**src/rtl/mem_arbiter_if.sv**
```systemverilog
// ----------------------------------------------------------------------------
// mem_arbiter_if
// Bundles the three buses around the unified-memory arbiter:
//   fetch port   : if_req, if_addr -> if_rdata, if_ready
//   data port    : dm_req, dm_we, dm_be, dm_addr, dm_wdata -> dm_rdata, dm_ready
//   memory port  : mem_req, mem_we, mem_be, mem_addr, mem_wdata <- mem_rdata, mem_ack
//   hazard/status: stallF, stallM, err
// Modports:
//   slave  - the arbiter itself
//   master - the surroundings (core ports and memory)
// ----------------------------------------------------------------------------
interface mem_arbiter_if #(
    parameter int XLEN = 32
);
    logic            if_req;
    logic [XLEN-1:0] if_addr;
    logic [XLEN-1:0] if_rdata;
    logic            if_ready;

    logic            dm_req;
    logic            dm_we;
    logic [3:0]      dm_be;
    logic [XLEN-1:0] dm_addr;
    logic [XLEN-1:0] dm_wdata;
    logic [XLEN-1:0] dm_rdata;
    logic            dm_ready;

    logic            mem_req;
    logic            mem_we;
    logic [3:0]      mem_be;
    logic [XLEN-1:0] mem_addr;
    logic [XLEN-1:0] mem_wdata;
    logic [XLEN-1:0] mem_rdata;
    logic            mem_ack;

    logic            stallF;
    logic            stallM;
    logic            err;

    modport slave (
        input  if_req, if_addr,
        input  dm_req, dm_we, dm_be, dm_addr, dm_wdata,
        input  mem_rdata, mem_ack,
        output if_rdata, if_ready,
        output dm_rdata, dm_ready,
        output mem_req, mem_we, mem_be, mem_addr, mem_wdata,
        output stallF, stallM, err
    );

    modport master (
        output if_req, if_addr,
        output dm_req, dm_we, dm_be, dm_addr, dm_wdata,
        output mem_rdata, mem_ack,
        input  if_rdata, if_ready,
        input  dm_rdata, dm_ready,
        input  mem_req, mem_we, mem_be, mem_addr, mem_wdata,
        input  stallF, stallM, err
    );
endinterface

```
**src/rtl/mem_arbiter.sv**
```systemverilog
// ----------------------------------------------------------------------------
// mem_arbiter
// Shares one single-port memory between the fetch port (IF) and the load/store
// port (DM). Each access is a req/ack transaction: the winner's fields are
// latched on grant, mem_req is held until mem_ack, and the read data is shown
// to the requester together with a one-cycle ready pulse. DM always wins a tie
// (it belongs to the older instruction). A watchdog aborts a grant that waits
// too long for mem_ack, returns zero data and sets a sticky err flag.
// Ports:
//   clk    - clock, all state on the rising edge
//   reset  - asynchronous, active-low
//   bus    - mem_arbiter_if.slave (IF, DM and memory buses, stalls, err)
// Parameters:
//   XLEN    - address/data width
//   TIMEOUT - max cycles spent waiting for mem_ack before abort (>= 1)
//   TW      - watchdog counter width, 2**TW > TIMEOUT
// ----------------------------------------------------------------------------
module mem_arbiter #(
    parameter int          XLEN    = 32,
    parameter int unsigned TIMEOUT = 255,
    parameter int          TW      = 8
) (
    input  logic           clk,
    input  logic           reset,
    mem_arbiter_if.slave   bus
);
    typedef enum logic [2:0] {
        IDLE   = 3'd0,
        GNT_D  = 3'd1,
        GNT_I  = 3'd2,
        RESP_D = 3'd3,
        RESP_I = 3'd4
    } state_t;

    state_t          state;
    state_t          state_next;

    logic            lat_we;
    logic [3:0]      lat_be;
    logic [XLEN-1:0] lat_addr;
    logic [XLEN-1:0] lat_wdata;
    logic [XLEN-1:0] rdata_q;
    logic [TW-1:0]   cnt;
    logic            err_q;

    logic            in_gnt;
    logic            grant_d;
    logic            grant_i;
    logic            expired;

    assign in_gnt  = (state == GNT_D) || (state == GNT_I);
    assign expired = (cnt == TW'(TIMEOUT));

    // NOTE: every signal written here gets a default first, so no path leaves
    // it unassigned and no latch is inferred.
    always_comb begin
        state_next = state;
        grant_d    = 1'b0;
        grant_i    = 1'b0;
        unique case (state)
            // RESP states arbitrate exactly like IDLE, so a waiting requester
            // is granted without an idle bubble.
            IDLE, RESP_D, RESP_I: begin
                if (bus.dm_req) begin
                    state_next = GNT_D;
                    grant_d    = 1'b1;
                end else if (bus.if_req) begin
                    state_next = GNT_I;
                    grant_i    = 1'b1;
                end else begin
                    state_next = IDLE;
                end
            end
            GNT_D: begin
                if (bus.mem_ack || expired) state_next = RESP_D;
            end
            GNT_I: begin
                if (bus.mem_ack || expired) state_next = RESP_I;
            end
            default: state_next = IDLE;
        endcase
    end

    // NOTE: sequential state uses non-blocking assignments only, so every
    // register samples the values from before the clock edge.
    // NOTE: the datapath registers are reset as well because they feed the
    // outputs, which must all read zero while reset is asserted.
    always_ff @(posedge clk or negedge reset) begin
        if (!reset) begin
            state     <= IDLE;
            lat_we    <= 1'b0;
            lat_be    <= '0;
            lat_addr  <= '0;
            lat_wdata <= '0;
            rdata_q   <= '0;
            cnt       <= '0;
            err_q     <= 1'b0;
        end else begin
            state <= state_next;
            if (grant_d) begin
                lat_we    <= bus.dm_we;
                lat_be    <= bus.dm_we ? bus.dm_be : 4'b0000;
                lat_addr  <= bus.dm_addr;
                lat_wdata <= bus.dm_wdata;
                cnt       <= '0;
            end else if (grant_i) begin
                lat_we    <= 1'b0;
                lat_be    <= 4'b0000;
                lat_addr  <= bus.if_addr;
                lat_wdata <= '0;
                cnt       <= '0;
            end else if (in_gnt) begin
                // A late ack still beats the watchdog in the same cycle.
                if (bus.mem_ack) begin
                    rdata_q <= lat_we ? '0 : bus.mem_rdata;
                end else if (expired) begin
                    rdata_q <= '0;
                    err_q   <= 1'b1;
                end else begin
                    cnt <= cnt + 1'b1;
                end
            end
        end
    end

    // Memory side is decoded from the state so mem_req falls the moment
    // reset is asserted.
    assign bus.mem_req   = in_gnt;
    assign bus.mem_we    = in_gnt & lat_we;
    assign bus.mem_be    = in_gnt ? lat_be : 4'b0000;
    assign bus.mem_addr  = in_gnt ? lat_addr : '0;
    assign bus.mem_wdata = (in_gnt && lat_we) ? lat_wdata : '0;

    assign bus.if_ready  = (state == RESP_I);
    assign bus.dm_ready  = (state == RESP_D);
    assign bus.if_rdata  = bus.if_ready ? rdata_q : '0;
    assign bus.dm_rdata  = bus.dm_ready ? rdata_q : '0;

    assign bus.stallF    = bus.if_req & ~bus.if_ready;
    assign bus.stallM    = bus.dm_req & ~bus.dm_ready;
    assign bus.err       = err_q;
endmodule
```
**src/flat_wrapper.sv**
```systemverilog
// flat-port wrapper written by rule: the top's interface ports become plain ports
module mem_arbiter_flat 
#(
    parameter int          XLEN    = 32,
    parameter int unsigned TIMEOUT = 255,
    parameter int          TW      = 8
)
  (clk, reset, bus_if_req, bus_if_addr, bus_dm_req, bus_dm_we, bus_dm_be, bus_dm_addr, bus_dm_wdata, bus_mem_rdata, bus_mem_ack, bus_if_rdata, bus_if_ready, bus_dm_rdata, bus_dm_ready, bus_mem_req, bus_mem_we, bus_mem_be, bus_mem_addr, bus_mem_wdata, bus_stallF, bus_stallM, bus_err);
  mem_arbiter_if #(.XLEN(XLEN)) bus_i ();
  input  logic clk;
  input  logic reset;
  input wire logic [$bits(bus_i.if_req)-1:0] bus_if_req;
  input wire logic [$bits(bus_i.if_addr)-1:0] bus_if_addr;
  input wire logic [$bits(bus_i.dm_req)-1:0] bus_dm_req;
  input wire logic [$bits(bus_i.dm_we)-1:0] bus_dm_we;
  input wire logic [$bits(bus_i.dm_be)-1:0] bus_dm_be;
  input wire logic [$bits(bus_i.dm_addr)-1:0] bus_dm_addr;
  input wire logic [$bits(bus_i.dm_wdata)-1:0] bus_dm_wdata;
  input wire logic [$bits(bus_i.mem_rdata)-1:0] bus_mem_rdata;
  input wire logic [$bits(bus_i.mem_ack)-1:0] bus_mem_ack;
  output wire logic [$bits(bus_i.if_rdata)-1:0] bus_if_rdata;
  output wire logic [$bits(bus_i.if_ready)-1:0] bus_if_ready;
  output wire logic [$bits(bus_i.dm_rdata)-1:0] bus_dm_rdata;
  output wire logic [$bits(bus_i.dm_ready)-1:0] bus_dm_ready;
  output wire logic [$bits(bus_i.mem_req)-1:0] bus_mem_req;
  output wire logic [$bits(bus_i.mem_we)-1:0] bus_mem_we;
  output wire logic [$bits(bus_i.mem_be)-1:0] bus_mem_be;
  output wire logic [$bits(bus_i.mem_addr)-1:0] bus_mem_addr;
  output wire logic [$bits(bus_i.mem_wdata)-1:0] bus_mem_wdata;
  output wire logic [$bits(bus_i.stallF)-1:0] bus_stallF;
  output wire logic [$bits(bus_i.stallM)-1:0] bus_stallM;
  output wire logic [$bits(bus_i.err)-1:0] bus_err;
  assign bus_i.if_req = bus_if_req;
  assign bus_i.if_addr = bus_if_addr;
  assign bus_i.dm_req = bus_dm_req;
  assign bus_i.dm_we = bus_dm_we;
  assign bus_i.dm_be = bus_dm_be;
  assign bus_i.dm_addr = bus_dm_addr;
  assign bus_i.dm_wdata = bus_dm_wdata;
  assign bus_i.mem_rdata = bus_mem_rdata;
  assign bus_i.mem_ack = bus_mem_ack;
  assign bus_if_rdata = bus_i.if_rdata;
  assign bus_if_ready = bus_i.if_ready;
  assign bus_dm_rdata = bus_i.dm_rdata;
  assign bus_dm_ready = bus_i.dm_ready;
  assign bus_mem_req = bus_i.mem_req;
  assign bus_mem_we = bus_i.mem_we;
  assign bus_mem_be = bus_i.mem_be;
  assign bus_mem_addr = bus_i.mem_addr;
  assign bus_mem_wdata = bus_i.mem_wdata;
  assign bus_stallF = bus_i.stallF;
  assign bus_stallM = bus_i.stallM;
  assign bus_err = bus_i.err;
  mem_arbiter #(.XLEN(XLEN), .TIMEOUT(TIMEOUT), .TW(TW)) u_core (.clk(clk), .reset(reset), .bus(bus_i));
endmodule
```
**config.mk**
```make
export PLATFORM = sky130hd
export DESIGN_NAME = mem_arbiter_flat
export DESIGN_NICKNAME = d
export VERILOG_FILES = /design/src/rtl/mem_arbiter_if.sv /design/src/rtl/mem_arbiter.sv /design/src/flat_wrapper.sv
export SDC_FILE = /design/constraint.sdc
export NUM_CORES = 1
export LEC_CHECK = 0
export CAP_MARGIN = 25
export CORE_UTILIZATION = 41
export CTS_CLUSTER_SIZE = 24
export DETAILED_ROUTE_END_ITERATION = 8
export PLACE_DENSITY = 0.93
export SYNTH_ARGS = -nofsm -noshare
export SYNTH_HDL_FRONTEND = slang
export SYNTH_SLANG_ARGS = --single-unit
```
**constraint.sdc**
```tcl
create_clock -name clk -period 2.5 [get_ports clk]
set_input_delay 0.25 -clock clk [delete_from_list [all_inputs] [get_ports clk]]
set_output_delay 0.25 -clock clk [all_outputs]
set_load 0.005 [all_outputs]
```
==> results.sh <==
export IMPL_status="completed"
export IMPL_ys_seq_area_frac=0.493
export IMPL_synth_top_area_frac=0.493
export IMPL_synth_mux_area_frac=0.00196
export IMPL_wl_met3_um=1550
export IMPL_fin_area_mm2=0.00926
export IMPL_synth_xor_area_frac=0.00305
export IMPL_placed_cell_area_mm2=0.00859
export IMPL_synth_common_cells="dfrtp_1, nand2_1, and2_1, and3_1, o21ai_0"
export IMPL_cts_num_sinks=113
export IMPL_wl_per_cell_um=17.8
export IMPL_placeableCoreArea_mm2=0.0135
export IMPL_syn_num_nets=742
export IMPL_num_vias=5595
export IMPL_cts_inserted_buffers=17
export IMPL_min_path_cells=3
export IMPL_first_pass_iters=4
export IMPL_final_period_utilization=0.959
export IMPL_ioPinCount=277
export IMPL_detailed_place_hpwl_um=12500
export IMPL_power_share_clock=0.255
export IMPL_p_switching_w=0.00355
export IMPL_peakVddDrop_uv=750
export IMPL_crit_arrival_ns=2.15
export IMPL_criticalPathCategory="reg -> out"
export IMPL_drtIter0Drc=369
export IMPL_wl_met2_um=9290
export IMPL_fin_crit_ns=2.40
export IMPL_groute_usage_overall=0.251
export IMPL_diodes=0
export IMPL_hold_viol=0
export IMPL_synth_seq_cells=113
export IMPL_fin_ws_ns=0.102
export IMPL_cts_tree="built"
export IMPL_m1WireLength_um=7540
export IMPL_seqCellArea_mm2=0.00283
export IMPL_clk_latency_ns=0.40
export IMPL_cts_htree_levels=4
export IMPL_grt_pass1_wl_um=28400
export IMPL_maxSlewViolCount=0
export IMPL_num_fill_cells=1016
export IMPL_postCtsSetupRepairBufs=0
export IMPL_slowest_stage="clkdlybuf4s50_1"
export IMPL_post_synth_top_count_cell="dfrtp_1"
export IMPL_syn_area_per_cell_um2=9.51
export IMPL_antenna_left=0
export IMPL_dp_worst_setup_slack_ns=0.461
export IMPL_multi_input_area_mm2=0.00259
export IMPL_vias_per_cell=5.36
export IMPL_syn_instance_count=603
export IMPL_leakagePower_nw=4.10
export IMPL_r2r_start="u_core.cnt[0]"
export IMPL_fp_dieH_um=120
export IMPL_synth_largest_area_cell="dfrtp_1"
export IMPL_r2r_slack_ns=0.54
export IMPL_crit_chain="xor2_1 > nand2b_1 > inv_2 > buf_12 > and3_1 > clkdlybuf4s50_1"
export IMPL_synth_top_family_by_area="simple AND/OR/NAND/NOR gates"
export IMPL_grt_max_degree=72
export IMPL_synth_compound_area_frac=0.219
export IMPL_synth_edf_count=0
export IMPL_antenna_found_initial=0
export IMPL_synth_ff_type="dfrtp_1"
export IMPL_wirelength_um=18600
export IMPL_clk_pin_slew_ns=0.05
export IMPL_rsz0062_at_grt="true"
export IMPL_yosys_area_share_simple=0.223
export IMPL_relSlewSlack=0.619
export IMPL_fin_tns_setup_ns=0
export IMPL_cts_buffer_depth=2
export IMPL_area_delta_synth_final_pct=61.5
export IMPL_yosys_top_cells_area="dfrtp_1, and2_1, and3_1"
export IMPL_startpoint_type="flip-flop"
export IMPL_synth_area_mm2=0.00574
export IMPL_grt_overflow_total=0
export IMPL_max_stage_delay_ns=0.50
export IMPL_r2r_end="u_core.rdata_q[6]"
export IMPL_synth_adder_area_share=0.00218
export IMPL_grt_pass1_vias=5460
export IMPL_numPortBuffers=276
export IMPL_finClkSkew_ns=0.00689
export IMPL_min_path_type="in -> reg"
export IMPL_power_frac_seq=0.302
export IMPL_drc=0
export IMPL_drv_cap=0
export IMPL_final_layout_size_suffix_gt1_frac=0.0738
export IMPL_fp_row_count=42
export IMPL_gp_congestion=0.784
export IMPL_cp_max_fo=32
export IMPL_setup_viol=0
export IMPL_yosysWarnings=0
export IMPL_synth_cell_types=44
export IMPL_reg2reg_depth=6
export IMPL_ys_async_sr_fraction=1.00
export IMPL_power_internal_w=0.00646
export IMPL_cts_root_buf="clkbuf_16"
export IMPL_switching_share=0.354
export IMPL_holdPathEnd="u_core.rdata_q[22]"
export IMPL_fmax_mhz=417
export IMPL_end_kind="output pin"
export IMPL_worst_slew_pin_slew_ns=0.572
export IMPL_routed_top_layer="met4"
export IMPL_start_util=0.426
export IMPL_pwr_share_comb=0.443
export IMPL_worstPathRequired_ns=2.25
export IMPL_hp_start="bus_mem_rdata[22]"
export IMPL_die_area_mm2=0.0145
export IMPL_p_per_area_mw_per_mm2=1080
export IMPL_die_w_um=120
export IMPL_final_nets=993
[logic make-up (layout without fill, tap and decap cells)]
group,after synthesis,in the layout
AND/OR/NAND/NOR,234,234
AO/OA/AOI/OAI,186,186
flip-flops,113,113
buffers and inverters,66,330
XOR/XNOR,2,2
adder cells (fa/ha/maj),1,1
multiplexers,1,1
[power by group through the flow]
stage | Sequential (W) | Clock [W] | Combinational (W)
after global placement | 0.00298 | 0 | 0.00422
after floorplan | 0.00280 | 0 | 0.00246
after global routing | 0.00311 | 0.00269 | 0.00484
after CTS | 0.00301 | 0.00259 | 0.00434
final | 0.00303 | 0.00255 | 0.00443
after detailed placement | 0.00303 | 0 | 0.00433
[routing by layer]
metal  GRT usage  up-vias
met4      0.0702        0
met5           0        -
met2       0.441      258
li1            -     2648
met3      0.0642       14
met1       0.303     2675
[cell usage in the layout (no fill, tap or decap), types with 3 or more instances in the layout]
| cell type | instances |
|---|---|
| clkbuf_16 | 18 |
| o21ai_1 | 36 |
| buf_12 | 5 |
| a32o_1 | 4 |
| nor4_1 | 3 |
| nor2_1 | 3 |
| o21ai_0 | 62 |
| nand3_1 | 4 |
| dfrtp_1 | 110 |
| inv_1 | 4 |
| and3_1 | 63 |
| buf_4 | 11 |
| nor2_2 | 3 |
| a22oi_1 | 32 |
| and2_1 | 70 |
| dfrtp_2 | 3 |
| clkinv_2 | 3 |
| bufinv_16 | 4 |
| a22o_1 | 35 |
| nor3_1 | 5 |
| clkinvlp_4 | 3 |
| clkdlybuf4s50_1 | 275 |
| nand2_1 | 71 |
[worst max-delay path: cells and delay by family (launching register included)]
| family | cells | cell delay (ns) |
|---|---|---|
| xor+xnor | 1 | 0.17 |
| buf+inv | 3 | 0.80 |
| simple gates | 2 | 0.30 |
| flops | 1 | 0.45 |
[registers in the layout (all words and copies together) (netlist names)]
| register | flops |
|---|---|
| u_core.cnt | 8 |
| u_core.lat_we | 1 |
| u_core.rdata_q | 32 |
| u_core.bus.err | 1 |
| u_core.state | 3 |
| u_core.lat_wdata | 32 |
| u_core.lat_be | 4 |
| u_core.lat_addr | 32 |
[cell type report]
class / instances / share of cell area
Inverter: 5 / 0.00203
Clock buffer: 19 / 0.0478
Sequential cell: 113 / 0.306
Timing Repair Buffer: 293 / 0.321
Tap cell: 176 / 0.0238
Multi-Input combinational cell: 424 / 0.280
Clock inverter: 13 / 0.0199
[stage by stage]
| step | hold WS (ns) | power, W | utilization | std cells |
|---|---|---|---|---|
| detailed placement | 0.276 | 0.00736 | 0.639 | 1009 |
| CTS | 0.368 | 0.00994 | 0.686 | 1042 |
| global route | 0.388 | 0.0106 | 0.689 | 1043 |
| finish | 0.384 | 0.0100 | 0.689 | 1043 |
| floorplan | -0.0456 | 0.00526 | - | 603 |
| global placement | 0.277 | 0.00721 | 0.639 | 1009 |
[how the worst max path moves through the flow]
stage / slack, ns / startpoint / endpoint
floorplan: 0.77 / u_core.cnt[0] / u_core.cnt[2]
global placement: 0.48 / u_core.state[1] / bus_mem_wdata[29]
detailed placement: 0.46 / u_core.state[0] / bus_mem_wdata[31]
CTS: 0.02 / u_core.state[0] / bus_mem_wdata[31]
global route: -0.01 / u_core.state[1] / bus_mem_wdata[31]
finish: 0.10 / u_core.state[1] / bus_mem_wdata[11]
[what timing repair did]
action	CTS	global route
setup endpoints to repair	0	57
gates resized for setup	0	4
endpoints found under the hold margin	42	0
hold buffers	1	0
(Power assumes the default switching activity.)
